## src/rtl/mc_ctrl_unit.sv

```systemverilog
// rtl/mc_ctrl_unit.sv - multicycle control unit: main FSM, ALU decode, conditional execution
module mc_ctrl_unit #(
  parameter int         ALUCTRL_W  = 3,
  parameter bit         MEM_WAIT   = 1'b1,
  parameter logic [3:0] FLAG_RESET = 4'b0000
) (
  input  logic                 clk,
  input  logic                 reset,
  input  logic [27:0]          Instr,
  input  logic [3:0]           ALUFlags,
  input  logic                 MemReady,
  output logic                 PCWrite,
  output logic                 MemWrite,
  output logic                 RegWrite,
  output logic                 IRWrite,
  output logic                 AdrSrc,
  output logic [1:0]           RegSrc,
  output logic [1:0]           ALUSrcA,
  output logic [1:0]           ALUSrcB,
  output logic [1:0]           ResultSrc,
  output logic [1:0]           ImmSrc,
  output logic [ALUCTRL_W-1:0] ALUControl,
  output logic                 Fault,
  output logic [3:0]           State
);

  localparam logic [3:0] S_FETCH  = 4'd0;
  localparam logic [3:0] S_DECODE = 4'd1;
  localparam logic [3:0] S_MEMADR = 4'd2;
  localparam logic [3:0] S_MEMRD  = 4'd3;
  localparam logic [3:0] S_MEMWB  = 4'd4;
  localparam logic [3:0] S_MEMWR  = 4'd5;
  localparam logic [3:0] S_EXECR  = 4'd6;
  localparam logic [3:0] S_EXECI  = 4'd7;
  localparam logic [3:0] S_ALUWB  = 4'd8;
  localparam logic [3:0] S_BRANCH = 4'd9;
  localparam logic [3:0] S_UNDEF  = 4'd10;

  // Instr carries bits [31:4] of the instruction word, so every field sits 4 lower.
  logic [3:0] cond;
  logic [1:0] op;
  logic [5:0] funct;
  logic [3:0] rd;
  assign cond  = Instr[27:24];
  assign op    = Instr[23:22];
  assign funct = Instr[21:16];
  assign rd    = Instr[11:8];

  logic [3:0] state, next_state;
  logic [3:0] flags;
  logic       condex_reg, cond_ex;
  logic       mem_rdy, in_exec;
  logic       nextpc, regw, memw, pcs, irw, fault_s;
  logic [2:0] alu3;
  logic [1:0] flagw;
  logic       nowrite;
  logic       unused_bits;

  assign mem_rdy     = MEM_WAIT ? MemReady : 1'b1;
  assign in_exec     = (state == S_EXECR) || (state == S_EXECI);
  assign unused_bits = ^{Instr[15:12], Instr[7:0], alu3};

  always_ff @(posedge clk) begin
    if (!reset) state <= S_FETCH;
    else        state <= next_state;
  end

  always_ff @(posedge clk) begin
    if (!reset) begin
      flags      <= FLAG_RESET;
      condex_reg <= 1'b0;
    end else begin
      if (state == S_DECODE) condex_reg <= cond_ex;
      if (in_exec && condex_reg) begin
        if (flagw[1]) flags[3:2] <= ALUFlags[3:2];
        if (flagw[0]) flags[1:0] <= ALUFlags[1:0];
      end
    end
  end

  always_comb begin
    next_state = S_FETCH;
    case (state)
      S_FETCH:  next_state = mem_rdy ? S_DECODE : S_FETCH;
      S_DECODE: begin
        case (op)
          2'b00:   next_state = funct[5] ? S_EXECI : S_EXECR;
          2'b01:   next_state = S_MEMADR;
          2'b10:   next_state = S_BRANCH;
          default: next_state = S_UNDEF;
        endcase
      end
      S_MEMADR: next_state = funct[0] ? S_MEMRD : S_MEMWR;
      S_MEMRD:  next_state = mem_rdy ? S_MEMWB : S_MEMRD;
      S_MEMWR:  next_state = mem_rdy ? S_FETCH : S_MEMWR;
      S_EXECR,
      S_EXECI:  next_state = nowrite ? S_FETCH : S_ALUWB;
      default:  next_state = S_FETCH;
    endcase
  end

  always_comb begin
    AdrSrc    = 1'b0;
    ALUSrcA   = 2'b00;
    ALUSrcB   = 2'b00;
    ResultSrc = 2'b00;
    nextpc    = 1'b0;
    irw       = 1'b0;
    regw      = 1'b0;
    memw      = 1'b0;
    pcs       = 1'b0;
    fault_s   = 1'b0;
    case (state)
      S_FETCH: begin
        ALUSrcA   = 2'b01;
        ALUSrcB   = 2'b10;
        ResultSrc = 2'b10;
        irw       = mem_rdy;
        nextpc    = mem_rdy;
      end
      S_DECODE: begin
        ALUSrcA   = 2'b01;
        ALUSrcB   = 2'b10;
        ResultSrc = 2'b10;
      end
      S_MEMADR: ALUSrcB = 2'b01;
      S_MEMRD:  AdrSrc = 1'b1;
      S_MEMWB: begin
        ResultSrc = 2'b01;
        regw      = 1'b1;
        pcs       = (rd == 4'hF);
      end
      S_MEMWR: begin
        AdrSrc = 1'b1;
        memw   = 1'b1;
      end
      S_EXECI:  ALUSrcB = 2'b01;
      S_ALUWB: begin
        regw = 1'b1;
        pcs  = (rd == 4'hF);
      end
      S_BRANCH: begin
        ALUSrcA   = 2'b10;
        ALUSrcB   = 2'b01;
        ResultSrc = 2'b10;
        pcs       = 1'b1;
      end
      S_UNDEF:  fault_s = 1'b1;
      default: ;
    endcase
  end

  // Compare/test and undecodable commands share the NoWrite path back to FETCH.
  always_comb begin
    alu3    = 3'd0;
    flagw   = 2'b00;
    nowrite = 1'b0;
    if (in_exec) begin
      case (funct[4:1])
        4'b0100: begin alu3 = 3'd0; flagw = funct[0] ? 2'b11 : 2'b00; end
        4'b0010: begin alu3 = 3'd1; flagw = funct[0] ? 2'b11 : 2'b00; end
        4'b0000: begin alu3 = 3'd2; flagw = funct[0] ? 2'b10 : 2'b00; end
        4'b1100: begin alu3 = 3'd3; flagw = funct[0] ? 2'b10 : 2'b00; end
        4'b0001: begin
          if (ALUCTRL_W == 3) begin
            alu3  = 3'd4;
            flagw = funct[0] ? 2'b10 : 2'b00;
          end else begin
            nowrite = 1'b1;
          end
        end
        4'b1000: begin alu3 = 3'd2; flagw = 2'b10; nowrite = 1'b1; end
        4'b1010: begin alu3 = 3'd1; flagw = 2'b11; nowrite = 1'b1; end
        default: nowrite = 1'b1;
      endcase
    end
  end

  always_comb begin
    ImmSrc = 2'b00;
    RegSrc = 2'b00;
    case (op)
      2'b01: begin ImmSrc = 2'b01; RegSrc = {~funct[0], 1'b0}; end
      2'b10: begin ImmSrc = 2'b10; RegSrc = 2'b01; end
      default: ;
    endcase
  end

  always_comb begin
    case (cond)
      4'b0000: cond_ex = flags[2];
      4'b0001: cond_ex = ~flags[2];
      4'b0010: cond_ex = flags[1];
      4'b0011: cond_ex = ~flags[1];
      4'b0100: cond_ex = flags[3];
      4'b0101: cond_ex = ~flags[3];
      4'b0110: cond_ex = flags[0];
      4'b0111: cond_ex = ~flags[0];
      4'b1000: cond_ex = flags[1] & ~flags[2];
      4'b1001: cond_ex = ~flags[1] | flags[2];
      4'b1010: cond_ex = (flags[3] == flags[0]);
      4'b1011: cond_ex = (flags[3] != flags[0]);
      4'b1100: cond_ex = ~flags[2] & (flags[3] == flags[0]);
      4'b1101: cond_ex = flags[2] | (flags[3] != flags[0]);
      4'b1110: cond_ex = 1'b1;
      default: cond_ex = 1'b0;
    endcase
  end

  assign ALUControl = alu3[ALUCTRL_W-1:0];
  assign PCWrite    = reset & (nextpc | (pcs & condex_reg));
  assign RegWrite   = reset & regw & condex_reg;
  assign MemWrite   = reset & memw & condex_reg;
  assign IRWrite    = reset & irw;
  assign Fault      = reset & fault_s;
  assign State      = state;

endmodule

```

## config.mk

```make
export PLATFORM = sky130hd
export DESIGN_NAME = mc_ctrl_unit
export DESIGN_NICKNAME = d
export VERILOG_FILES = /design/src/rtl/mc_ctrl_unit.sv
export SDC_FILE = /design/constraint.sdc
export NUM_CORES = 1
export LEC_CHECK = 0
export CAP_MARGIN = 20
export CORE_MARGIN = 3
export CORE_UTILIZATION = 41
export DETAILED_ROUTE_END_ITERATION = 12
export PLACE_DENSITY_LB_ADDON = 0.3
export SYNTH_ARGS = -nofsm -noshare
export SYNTH_HDL_FRONTEND = slang
export SYNTH_SLANG_ARGS = --single-unit
```

## constraint.sdc

```tcl
create_clock -name clk -period 3.09 [get_ports clk]
set_input_delay 0.4635 -clock clk [delete_from_list [all_inputs] [get_ports clk]]
set_output_delay 0.4635 -clock clk [all_outputs]
set_load 0.02 [all_outputs]
```

==> flow_metrics.tcl <==
set metrics [dict create \
    grt_pass1_vias 1110 \
    rows 17 \
    grt_usage_pct 18.8 \
    avgSynthCellArea_um2 7.26 \
    dieArea_mm2 0.00305 \
    post-route-period-util_pct 91.0 \
    h-tree-depth 1 \
    cp_max_fo 13 \
    vias 1163 \
    cts.clk_slew.worst_paths_ps 60 \
    most-common-layout-cells "45 x clkdlybuf4s50_1, 12 x nand2_1, 10 x nor2_1, 10 x o21ai_0, 9 x dfxtp_1" \
    irDropWorstVdd_mv 0.168 \
    cts_tree "done" \
    core_area_mm2 0.00225 \
    antenna_found_initial 0 \
    yosysSeqAreaShare_pct 18.1 \
    start_util_pct 44.1 \
    power_leakage_nw 0.566 \
    grt_pass1_wl_um 4820 \
    endpoint_kind "primary output" \
    grt_max_degree 15 \
    worst_setup_path_start_kind "flop" \
    path_class "reg -> out" \
    cts_root_buf "clkbuf_4" \
    synthArstFlopShare_pct 0 \
    cap_violations 0 \
    antenna_cells 0 \
    ys_ff_latch 9 \
    dp.final_hpwl_um 2200 \
    finalHoldViolCount 0 \
    yosys_most_used_dff "dfxtp_1" \
    antenna_left 0 \
    power_density_mw_per_mm2 274 \
    syn-cell-area_um2 995 \
    skew_ps 2.81 \
    routed_wl_um 2770 \
    synth_cells 137 \
    cp.arrival_ps 2350 \
    post_cts_buffers 0 \
    synth_edf_count 0 \
    fp.dieW_um 55.3 \
    drtIter0Drc 38 \
    layout-drive-gt1-share_pct 5.56 \
    dpl_cell_area_mm2 0.00145 \
    synth_nets 179 \
    gp_congestion 0.764 \
    status "completed" \
    max_slew_margin_pct 66.4 \
    final_area_mm2 0.00148 \
    vias_per_cell 5.59 \
    ioPinCount 58 \
    drc_errors 0 \
    rsz0062_at_grt "false" \
    synth_warnings 0 \
    final_common_cell "clkdlybuf4s50_1" \
    slew_viol_final 0 \
    cts.path.max_buffers 2 \
    fmaxAchievable_ghz 0.356 \
    syn_to_final_growth_pct 48.8 \
    insertion_delay_ps 260 \
    hold_buffers 0 \
    setup-tns-final_ps 0 \
    fin_crit_ps 2810 \
    post_synth_num_cell_types 42 \
    required_ps 2630 \
    overflow 0 \
    cts_sinks 9 \
    finalSetupViolations 0 \
    cts_made_buffers 3 \
    worstMarginPinSlew_ps 503 \
    wl_per_cell_um 13.3 \
    die_h_um 55.3 \
    drt_first_pass_iters 4 \
    nets 223 \
    io_buffers 45 \
    min_path_type "reg -> reg" \
]
power by group:
group          internal, mW  switching, mW  total, mW
clock                0.0497         0.0406     0.0903
combinational        0.0918         0.0856      0.177
sequential            0.121         0.0162      0.137
kinds of logic after synthesis:
family | Yosys count | share of synthesized area [%]
AND/OR/NAND/NOR | 64 | 36.0
flip-flops | 9 | 18.1
multiplexers | 5 | 5.16
XOR/XNOR | 4 | 3.52
AO/OA/AOI/OAI | 33 | 21.5
adder cells (fa/ha/maj) | 7 | 8.80
buffers and inverters | 15 | 6.92
per-stage QoR:
stage               util (%)  hold slack (ps)  power [mW]  std cells  worst slack, ps
floorplan                  -              454       0.232        137              342
global route            65.6              527       0.433        208              102
CTS                     65.6              498       0.407        208              209
detailed placement      64.4              490       0.316        204              223
global placement        64.4              474       0.311        204              252
finish                  65.6              500       0.405        208              278
layout make-up:
class | instances | area (um2)
timing repair buffer | 47 | 465
tap | 28 | 35.0
multi-input combinational | 113 | 747
inverter | 7 | 26.3
sequential | 9 | 180
fill | 228 | 774
clock buffer | 4 | 26.3
path summary, 6_finish.rpt:
kind | start | endpoint | slack (ps) | cells after the start
setup / recovery | State[1] | ALUControl[1] | 280 | 4
hold / removal | flags[2] | flags[2] | 500 | 2
setup reg to reg | State[0] | condex_reg | 1270 | 4
hold reg to reg | flags[2] | flags[2] | 500 | 2
critical path, cell delays in order (launching register included):
cell	delay (ps)
dfxtp_1	630
inv_1	190
or2_2	370
nor4_1	240
clkdlybuf4s50_1	650
cells in the mapped netlist (all sizes together) (3+ instances only):
master / instances / area, um2
a21oi: 8 / 43.8
and3b: 3 / 26.3
buf: 3 / 23.8
clkbuf: 5 / 18.8
dfxtp: 9 / 180
ha: 7 / 87.6
inv: 7 / 26.3
mux2i: 4 / 40.0
nand2: 12 / 45.0
nand2b: 6 / 37.5
nand3: 4 / 20.0
nor2: 10 / 37.5
nor2b: 7 / 43.8
nor3: 7 / 35.0
o211ai: 4 / 30.0
o21ai: 10 / 50.1
xnor2: 3 / 26.3
per-layer routing:
| layer | vias up | global-route usage, % | wire (um) |
|---|---|---|---|
| met4 | 0 | 8.33 | 44 |
| li1 | 586 | - | - |
| met3 | 4 | 2.10 | 155 |
| met1 | 540 | 21.9 | 1200 |
| met5 | - | 0 | 0 |
| met2 | 33 | 34.0 | 1370 |
what timing repair did:
| item | CTS | global route |
|---|---|---|
| resized for setup | 0 | 1 |
| hold endpoints to repair | 0 | 0 |
| endpoints found under the setup margin | 0 | 1 |
No activity file was read; power rests on OpenSTA's default activity.
